**config.mk**
```make
export PLATFORM = sky130hd
export DESIGN_NAME = spi_flash_read_master
export DESIGN_NICKNAME = d
export VERILOG_FILES = /design/src/rtl/spi_flash_read_master.sv
export SDC_FILE = /design/constraint.sdc
export NUM_CORES = 1
export LEC_CHECK = 0
export ABC_AREA = 1
export CAP_MARGIN = 20
export CORE_UTILIZATION = 55
export CTS_CLUSTER_SIZE = 10
export DETAILED_ROUTE_END_ITERATION = 8
export GPL_TIMING_DRIVEN = 0
export PLACE_DENSITY = 0.82
export SLEW_MARGIN = 20
export SYNTH_ARGS = -nofsm -noshare
export SYNTH_HDL_FRONTEND = slang
export SYNTH_SLANG_ARGS = --single-unit
```
**constraint.sdc**
```tcl
create_clock -name clock -period 4.5 [get_ports clock]
set_input_delay 0.9 -clock clock [delete_from_list [all_inputs] [get_ports clock]]
set_output_delay 0.9 -clock clock [all_outputs]
set_load 0.02 [all_outputs]
```
**src/rtl/spi_flash_read_master.sv**
```systemverilog
// SPI host read engine: turns an (addr, len, quad) request into a 0x03 single or 0x6B quad-output
// flash read, streaming received bytes out through a one-byte valid/ready register.
module spi_flash_read_master #(
  parameter int ADDR_BITS    = 24,
  parameter int LEN_BITS     = 8,
  parameter int DIV          = 2,
  parameter int DUMMY_CYCLES = 8
) (
  input  logic                 clock,
  input  logic                 reset,
  input  logic                 req_valid,
  output logic                 req_ready,
  input  logic [ADDR_BITS-1:0] req_addr,
  input  logic [LEN_BITS-1:0]  req_len,
  input  logic                 req_quad,
  output logic                 resp_valid,
  input  logic                 resp_ready,
  output logic [7:0]           resp_data,
  output logic                 resp_last,
  output logic                 busy,
  output logic                 sck,
  output logic                 cs_0,
  output logic [3:0]           dq_out,
  output logic [3:0]           dq_drive,
  input  logic [3:0]           dq_in
);

  typedef enum logic [2:0] {
    S_IDLE, S_CMD, S_ADDR, S_DUMMY, S_DATA, S_STALL, S_GAP
  } state_t;

  localparam int CNT_W = (DIV > 1) ? $clog2(DIV) : 1;
  localparam int GAP_W = $clog2(2 * DIV + 1);
  localparam logic [CNT_W-1:0] CNT_LAST   = CNT_W'(DIV - 1);
  localparam logic [GAP_W-1:0] GAP_LAST   = GAP_W'(2 * DIV - 1);
  localparam logic [7:0]       DUMMY_LAST = 8'(DUMMY_CYCLES - 1);

  state_t              state, state_d;
  logic [CNT_W-1:0]    div_cnt;
  logic [GAP_W-1:0]    gap_cnt;
  logic [7:0]          bit_idx;
  logic [7:0]          seg_last;
  logic [LEN_BITS-1:0] byte_cnt;
  logic [LEN_BITS-1:0] len_q;
  logic                quad_q;
  logic [31:0]         tx_sr;
  logic [7:0]          rx_sr;
  logic [7:0]          rx_nxt;
  logic                active, tick, rise, fall, seg_end, accept;

  assign active  = state inside {S_CMD, S_ADDR, S_DUMMY, S_DATA};
  assign tick    = active && (div_cnt == CNT_LAST);
  assign rise    = tick && !sck;
  assign fall    = tick && sck;
  assign seg_end = fall && (bit_idx == seg_last);
  assign accept  = (state == S_IDLE) && req_valid;
  assign rx_nxt  = quad_q ? {rx_sr[3:0], dq_in} : {rx_sr[6:0], dq_in[1]};
  assign dq_out  = {3'b000, tx_sr[31]};

  // NOTE: every signal written here gets a default first so no path can infer a latch.
  always_comb begin
    state_d   = state;
    seg_last  = 8'd0;
    req_ready = 1'b0;
    busy      = 1'b1;
    cs_0      = 1'b0;
    dq_drive  = 4'b0000;
    unique case (state)
      S_IDLE: begin
        req_ready = 1'b1;
        busy      = 1'b0;
        cs_0      = 1'b1;
        if (req_valid) state_d = S_CMD;
      end
      S_CMD: begin
        seg_last = 8'd7;
        dq_drive = 4'b0001;
        if (seg_end) state_d = S_ADDR;
      end
      S_ADDR: begin
        seg_last = 8'd23;
        dq_drive = 4'b0001;
        if (seg_end) state_d = (quad_q && DUMMY_CYCLES > 0) ? S_DUMMY : S_DATA;
      end
      S_DUMMY: begin
        seg_last = DUMMY_LAST;
        if (seg_end) state_d = S_DATA;
      end
      S_DATA: begin
        seg_last = quad_q ? 8'd1 : 8'd7;
        // Byte boundary: finish, or park with sck low while the output byte is still unclaimed.
        if (seg_end) begin
          if (byte_cnt == len_q)              state_d = S_GAP;
          else if (resp_valid && !resp_ready) state_d = S_STALL;
        end
      end
      S_STALL: begin
        if (resp_ready) state_d = S_DATA;
      end
      S_GAP: begin
        cs_0 = 1'b1;
        if (gap_cnt == GAP_LAST && (!resp_valid || resp_ready)) state_d = S_IDLE;
      end
      default: state_d = S_IDLE;
    endcase
  end

  // NOTE: sequential state uses non-blocking assignments so all registers update from pre-edge values.
  always_ff @(posedge clock) begin
    if (reset) begin
      state      <= S_IDLE;
      div_cnt    <= '0;
      gap_cnt    <= '0;
      sck        <= 1'b0;
      bit_idx    <= 8'd0;
      byte_cnt   <= '0;
      len_q      <= '0;
      quad_q     <= 1'b0;
      tx_sr      <= 32'd0;
      rx_sr      <= 8'd0;
      resp_valid <= 1'b0;
      resp_last  <= 1'b0;
      resp_data  <= 8'd0;
    end else begin
      state <= state_d;

      if (active) div_cnt <= tick ? '0 : div_cnt + 1'b1;
      else        div_cnt <= '0;

      if (tick) sck <= ~sck;

      if (fall) begin
        bit_idx <= seg_end ? 8'd0 : bit_idx + 8'd1;
        tx_sr   <= {tx_sr[30:0], 1'b0};
      end

      if (state == S_GAP) gap_cnt <= (gap_cnt == GAP_LAST) ? gap_cnt : gap_cnt + 1'b1;
      else                gap_cnt <= '0;

      if (state == S_DATA && seg_end) byte_cnt <= byte_cnt + 1'b1;

      if (resp_valid && resp_ready) begin
        resp_valid <= 1'b0;
        resp_last  <= 1'b0;
      end

      if (state == S_DATA && rise) begin
        rx_sr <= rx_nxt;
        if (bit_idx == seg_last) begin
          resp_data  <= rx_nxt;
          resp_valid <= 1'b1;
          resp_last  <= (byte_cnt == len_q);
        end
      end

      // Address is zero-extended to the 24 bits sent on the wire.
      if (accept) begin
        len_q    <= req_len;
        quad_q   <= req_quad;
        tx_sr    <= {(req_quad ? 8'h6B : 8'h03), 24'(req_addr)};
        byte_cnt <= '0;
        bit_idx  <= 8'd0;
        sck      <= 1'b0;
      end
    end
  end

endmodule
```
---- Yosys cells after proc, flatten, opt, wreduce, memory -nomap -nowiden ----
Index checks and enable logic that the tools add are counted.
operators by class
  reductions and logical operators ........ 25
  muxes and demuxes ....................... 28
  bitwise gates (word level) .............. 3
  eq/ne operators ......................... 17
  add/subtract/negate cells ............... 4
operators by type and width
  kind                                                                   count
  32-bit 2-to-1 mux                                                      2
  3-bit 2-to-1 mux                                                       11
  3-bit one-hot mux with 7 select lines                                  1
  8-bit by 1-bit adder with 8-bit output, second input constant          2
  8-bit equality test                                                    2
  8-bit 2-to-1 mux                                                       2
  5-bit one-hot mux with 3 select lines                                  1
  2-bit != test, second input constant                                   7
  1-bit logical AND                                                      10
  1-bit 2-to-1 mux                                                       10
  2-bit OR reduction                                                     5
  3-bit by 2-bit equality test with 1-bit output, second input constant  3
  3-bit equality test, second input constant                             3
  8-bit AND reduction                                                    1
  7-bit 2-to-1 mux                                                       1
  4-bit nonzero test                                                     1
  3-bit by 1-bit adder with 3-bit output, second input constant          1
  3-bit by 1-bit equality test with 1-bit output, second input constant  1
  1-bit zero test                                                        3
  3-bit zero test                                                        1
  3-bit by 1-bit != test with 1-bit output, second input constant        1
  1-bit NOT                                                              3
  3-bit OR reduction                                                     1
  2-bit AND reduction                                                    1
  3 further kinds                                                        3
storage, ports and cells
  register bits after elaboration ......... 82
  logic and storage cells ................. 90
  bits of input ports ..................... 41

---- Logic depth before layout (Yosys ltp) ----
Gate-level depths: netlist (run 1).
  word-level depth ........................ 7
  mapped depth ............................ 13
  depth with buffers taken out ............ 13

---- Worst setup path after synthesis (run 1) ----
Ideal clock, no wire load.
  path type ............................... reg-to-output
  from .................................... register state[1]
  to ...................................... output cs_0
  path slack .............................. 2,426 ps
  arrival ................................. 1,174 ps
  cell stages (with the launch flop) ...... 6
  cells stage by stage .................... dfxtp_1 -> inv_2 -> nand2_2 -> nor2_2 -> inv_2 -> o21ai_0
on the way
  longest elaborated chain between the ends .. 3
  elaborated cells between the ends (all ways) .. 4
RTL lines
  item                                                           RTL line  RTL
  from (decl)                                                    38        state_t state, state_d;
  from (signal assigned)                                         125       state <= state_d;
  3-bit equality test / 3-bit zero test (equally long branches)  68        unique case (state)
  2-bit OR reduction (no source line) *                          --
  1-bit 2-to-1 mux *                                             68
  to (decl)                                                      22        output logic cs_0,
Mark *: on every way between the ends. The rest lies on a longest branch, timed or not.

---- Worst setup path in the final report (run 1) ----
  from .................................... register state[0]
  to ...................................... output cs_0
The elaborated chain is that of the path after synthesis.

==> qor.txt, run 1 <==
placed cell area: 0.00451 mm^2
Hold Startpoint: resp_data[5]
io pins: 63
I/O Buffers: 55
period utilisation layout: 61.9%
kind of start point of the critical path: flip-flop
Worst-Margin Slew: 0.559 ns
wire length of the first global-routing pass: 15100 um
Power Density: 456 mW/mm^2
DP Wirelength: 6360 um
TNS Setup: 0 ns
VDD IR-drop max: 0.189 mV
initial antenna violation count: 0
via count: 3710
CTS clk-pin slew, worst paths: 0.08 ns
hold-critical path depth: 2
Reg2Reg Launch Point: quad_q
Nets: 633
status: completed
R2R depth: 10
Final Hold Violating Endpoints: 0
layout cell share with drive strength beyond 1: 11.1%
R2R Path End: byte_cnt[7]
Pwr Total: 2150 uW
Slew HR: 62.8%
r2r setup slk: 2.60 ns
Tot GR Track Use: 26.0%
min Tclk post-route: 2.79 ns
number of max-slew violations in the final report: 0
top_reg_cell synth: dfxtp_1
gpl congestion: 0.846
DRT Pass-1 Iters: 7
Leak Pwr: 0.00184 uW
CTS root buffer: clkbuf_8
CTS Buffer Depth: 2
Starting Density: 56.8%
Final Cell Area: 0.00472 mm^2
Die Area: 0.00731 mm^2
Via-to-Cell Ratio: 5.51
max-cap viol count: 0
initial drt markers: 192
synthesized area: 0.00384 mm^2
WL per Instance: 13.4 um
Worst-Skew Late Latency: 0.35 ns
fmax: 0.359 GHz
Critical Path End Type: output port
# Post-CTS Setup Buffers: 0
CTS tree: yes
core area: 0.00676 mm^2
required time worst endpoint: 3.60 ns
worst clock skew: 0.0128 ns
peak fanout along the critical path: 7
CTS Buf Count: 9
Area Growth Syn to Fin: 22.9%
Detailed Route WL: 9040 um
synthesized area per cell: 7.42 um^2
CTS sink cnt: 82
Hold Path End: resp_data[5]
critical path arrival: 1.89 ns
Setup violations, final: 0
Core Util, Final: 69.8%
commonest non-fill, non-tap cells in the layout: nand2_1 (122), dfxtp_1 (82), clkdlybuf4s50_1 (55)
largest net degree at the start of global routing: 14
synthesis-stage register bit count: 82
Antenna Violating Nets Remaining: 0
post-synth cell types: 40
ys async rst share: 0%
commonest non-fill, non-tap cell in the layout: nand2_1
number of global-route vias before repair: 3429
post_cts resized: 0
n_diodes: 0
Seq/Total Area, Yosys: 42.8%
RSZ-0062 raised after global routing: no
H-tree depth: 3
cells after synthesis: 517
Warnings, synthesis: 0
hold buffer count at CTS: 0
Site Rows: 30
DRC Markers: 0
Die Y: 85.5 um
Congestion Overflow GR: 0
Crit Path Class: flip-flop to output port
Tightest Hold Check Type: flip-flop to flip-flop
Post-synth EDFFs: 0
die width: 85.5 um
-- metal layers --
metal	track usage, %	share of wire, %	vias to the layer above
met5	0	0	-
met4	13.6	3.0	0
met3	3.95	6.1	22
met2	43.9	48	139
met1	32.1	43	1725
li1	-	-	1824
-- through the flow --
stage / hold slack, ns / worst slack, ns / cells
after floorplan: 0.425 / 2.43 / 522
after global placement: 0.436 / 2.04 / 657
after detailed placement: 0.444 / 1.99 / 657
after CTS: 0.464 / 1.70 / 673
after global routing: 0.481 / 1.64 / 673
final: 0.460 / 1.71 / 673
-- area by class of cell --
| class | count | area, um^2 |
|---|---|---|
| buffer | 29 | 155 |
| clock buffer | 11 | 131 |
| timing repair buffer | 55 | 551 |
| inverter | 52 | 196 |
| sequential | 82 | 1640 |
| tap | 80 | 100 |
| clock inverter | 5 | 78.8 |
| multi-input combinational | 359 | 1860 |
| fill | 570 | 2040 |
-- where the power goes --
part / leakage, uW / internal [uW] / total [uW] / switching (uW)
Combinational: 0.00106 / 245 / 690 / 445
Clock: 0.000107 / 312 / 578 / 266
Sequential: 0.000668 / 818 / 883 / 64.5
-- synthesized netlist by cell type (all sizes together) (3+ instances only) --
cell type | number | area share [%]
a211oi | 4 | 0.78
a21oi | 52 | 6.8
a22oi | 9 | 1.8
a31oi | 11 | 1.8
buf | 16 | 2.8
clkbuf | 13 | 1.3
dfxtp | 82 | 43
ha | 4 | 1.3
inv | 51 | 5.0
nand2 | 137 | 15
nand3 | 28 | 4.1
nand4 | 4 | 1.0
nor2 | 41 | 5.0
nor3 | 6 | 1.2
nor3b | 3 | 0.59
o211ai | 3 | 0.59
o21ai | 32 | 4.2
o221ai | 3 | 0.69
xnor2 | 7 | 1.6
xor2 | 5 | 1.1
-- kinds of logic after synthesis --
kind of cell	count (synthesis)	synth area share (%)
compound gates	116	17.0
xor+xnor	12	2.74
fa+ha+maj	4	1.30
buf+inv	81	9.16
flops	82	42.8
other cells	1	0.0978
simple gates	221	26.9
-- sequential cells by signal (all words and copies together) (netlist names), 3 cells and up --
name,count
tx_sr,32
bit_idx,8
byte_cnt,8
len_q,8
resp_data,8
rx_sr,7
gap_cnt,3
state,3
-- worst max-delay path by stage --
| stage | from | to | cells past startpoint |
|---|---|---|---|
| after floorplan | state[1] | cs_0 | 5 |
| after global placement | req_valid | bit_idx[7] | 7 |
| after detailed placement | req_valid | bit_idx[2] | 8 |
| after CTS | state[0] | cs_0 | 6 |
| after global routing | state[0] | cs_0 | 6 |
| final | state[0] | cs_0 | 6 |
-- worst max-delay path: stages (launching register included) --
cell and delay [ns]:
dfxtp_1 0.37, inv_2 0.14, nand2_2 0.08, nor2_2 0.15, inv_2 0.08, o21ai_0 0.08
clkdlybuf4s50_1 0.63
(Power assumes the default switching activity.)
==> run 2, diff against run 1 <==
--- a/config.mk
+++ b/config.mk
@@ -7,11 +7,11 @@
 export LEC_CHECK = 0
 export ABC_AREA = 1
 export CAP_MARGIN = 20
-export CORE_UTILIZATION = 55
+export CORE_UTILIZATION = 53
 export CTS_CLUSTER_SIZE = 10
 export DETAILED_ROUTE_END_ITERATION = 8
 export GPL_TIMING_DRIVEN = 0
-export PLACE_DENSITY = 0.82
+export PLACE_DENSITY = 0.79
 export SLEW_MARGIN = 20
 export SYNTH_ARGS = -nofsm -noshare
 export SYNTH_HDL_FRONTEND = slang
==> constraint.sdc (replaced) <==
create_clock -name clock -period 2.7 [get_ports clock]
set_input_delay 0.54 -clock clock [delete_from_list [all_inputs] [get_ports clock]]
set_output_delay 0.54 -clock clock [all_outputs]
set_load 0.02 [all_outputs]
==> qor.txt, run 2 (same netlist as run 1, synthesis figures left out) <==
hold buffer count at CTS: 0 (unchanged)
Worst-Margin Slew: 0.556 ns (was 0.559 ns)
Non-Filler Instances: 689 (was 673)
r2r setup slk: 0.80 ns (was 2.60 ns)
Die Y: 87.1 um (was 85.5 um)
initial antenna violation count: 0 (unchanged)
hold-critical path depth: 2 (unchanged)
WHS: 0.458 ns (was 0.460 ns)
CTS sink cnt: 82 (unchanged)
n_diodes: 0 (unchanged)
R2R depth: 10 (unchanged)
Leak Pwr: 0.00184 uW (about the same)
number of max-slew violations in the final report: 0 (unchanged)
Die Area: 0.00758 mm^2 (was 0.00731 mm^2)
max-cap viol count: 0 (unchanged)
peak fanout along the critical path: 7 (unchanged)
die width: 87.1 um (was 85.5 um)
Tightest Hold Check Type: flip-flop to flip-flop (unchanged)
DP Wirelength: 6410 um (was 6360 um)
DRT Pass-1 Iters: 5 (was 7)
Final Cell Area: 0.00474 mm^2 (was 0.00472 mm^2)
VDD IR-drop max: 0.457 mV (was 0.189 mV)
initial drt markers: 169 (was 192)
commonest non-fill, non-tap cell in the layout: nand2_1 (unchanged)
worst clock skew: 0.00780 ns (was 0.0128 ns)
core area: 0.00691 mm^2 (was 0.00676 mm^2)
io pins: 63 (unchanged)
H-tree depth: 3 (unchanged)
CTS clk-pin slew, worst paths: 0.08 ns (about the same)
Antenna Violating Nets Remaining: 0 (unchanged)
Top reg by flops: tx_sr (unchanged)
I/O Buffers: 55 (unchanged)
Critical Path End Type: output port (unchanged)
number of global-route vias before repair: 3338 (was 3429)
post_cts resized: 0 (unchanged)
WL per Instance: 12.7 um (was 13.4 um)
Nets: 633 (unchanged)
Hold Startpoint: rx_sr[5] (was resp_data[5])
Power Density: 754 mW/mm^2 (was 456 mW/mm^2)
critical path endpoint: cs_0 (unchanged)
Site Rows: 30 (unchanged)
fmax: 0.412 GHz
CTS Buffer Depth: 2 (unchanged)
largest net degree at the start of global routing: 15 (was 14)
Setup violations, final: 0 (unchanged)
via count: 3615 (was 3710)
DRC Markers: 0 (unchanged)
Pwr Total: 3580 uW (was 2150 uW)
# Post-CTS Setup Buffers: 0 (unchanged)
critical path arrival: 1.89 ns (about the same)
Area Growth Syn to Fin: 23.6% (was 22.9%)
R2R Path End: rx_sr[4] (was byte_cnt[7])
required time worst endpoint: 2.16 ns (was 3.60 ns)
Final Hold Violating Endpoints: 0 (unchanged)
max reg flops: 32 (unchanged)
Congestion Overflow GR: 0 (unchanged)
CTS tree: yes (unchanged)
CTS root buffer: clkbuf_8 (unchanged)
wire length of the first global-routing pass: 14700 um (was 15100 um)
placed cell area: 0.00453 mm^2 (was 0.00451 mm^2)
Via-to-Cell Ratio: 5.25 (was 5.51)
kind of start point of the critical path: flip-flop (unchanged)
period utilisation layout: 89.8%
Worst-Skew Late Latency: 0.35 ns (about the same)
min Tclk post-route: 2.43 ns
DP Cell Count: 673 (was 657)
Tot GR Track Use: 25.1% (was 26.0%)
Reg2Reg Launch Point: state[1] (was quad_q)
commonest non-fill, non-tap cells in the layout: nand2_1 (122), dfxtp_1 (82), clkdlybuf4s50_1 (55) (unchanged)
Detailed Route WL: 8760 um (was 9040 um)
RSZ-0062 raised after global routing: no (unchanged)
status: completed (unchanged)
Starting Density: 55.5% (was 56.8%)
gpl congestion: 0.823 (was 0.846)
Slew HR: 62.9% (was 62.8%)
Crit Path Class: flip-flop to output port (unchanged)
crit path launch: state[0] (unchanged)
TNS Setup: 0 ns (unchanged)
CTS Buf Count: 9 (unchanged)
layout cell share with drive strength beyond 1: 11.3% (was 11.1%)
-- run 2: where the power goes --
part           switching [uW]  internal (uW)  total (uW)
clock network             446            524         970
logic                     728            407        1140
registers                 107           1360        1470
-- run 2: per-stage QoR --
step / utilization [%] / setup slack (ns)
global route: 68.7 / 0.188
detailed placement: 65.5 / 0.579
CTS: 68.7 / 0.278
global placement: 65.5 / 0.573
floorplan: - / 0.986
finish: 68.7 / 0.274
-- run 2: worst max-delay path, stage by stage (launching register included) --
cell	delay, ns
dfxtp_1	0.37
inv_2	0.14
nand2_2	0.08
nor2_2	0.16
inv_2	0.09
o21ai_0	0.08
clkdlybuf4s50_1	0.62
-- run 2: routing by layer --
metal  up-vias  global-route usage (%)  routed length (um)
met5         -                       0                   0
met4         0                    9.85                 181
met3        15                    5.21                 475
met2       106                    43.2                4110
met1      1668                    30.5                4000
li1       1826                       -                   -
-- run 2: worst min path at each step --
stage and end:
6_report rx_sr[5], 5_1_grt resp_data[7], 3_3_place_gp rx_sr[6], 4_1_cts rx_sr[5]
3_5_place_dp rx_sr[5], 2_1_floorplan rx_sr[4]
-- run 2: layout make-up --
cell class / count / area, um^2
fillers: 625 / 2160
multi-input cells: 359 / 1860
flip-flops and latches: 82 / 1640
repair buffers: 55 / 551
inverters: 52 / 196
plain buffers: 29 / 155
clock buffers: 10 / 128
well taps: 96 / 120
clock inverters: 6 / 90.1
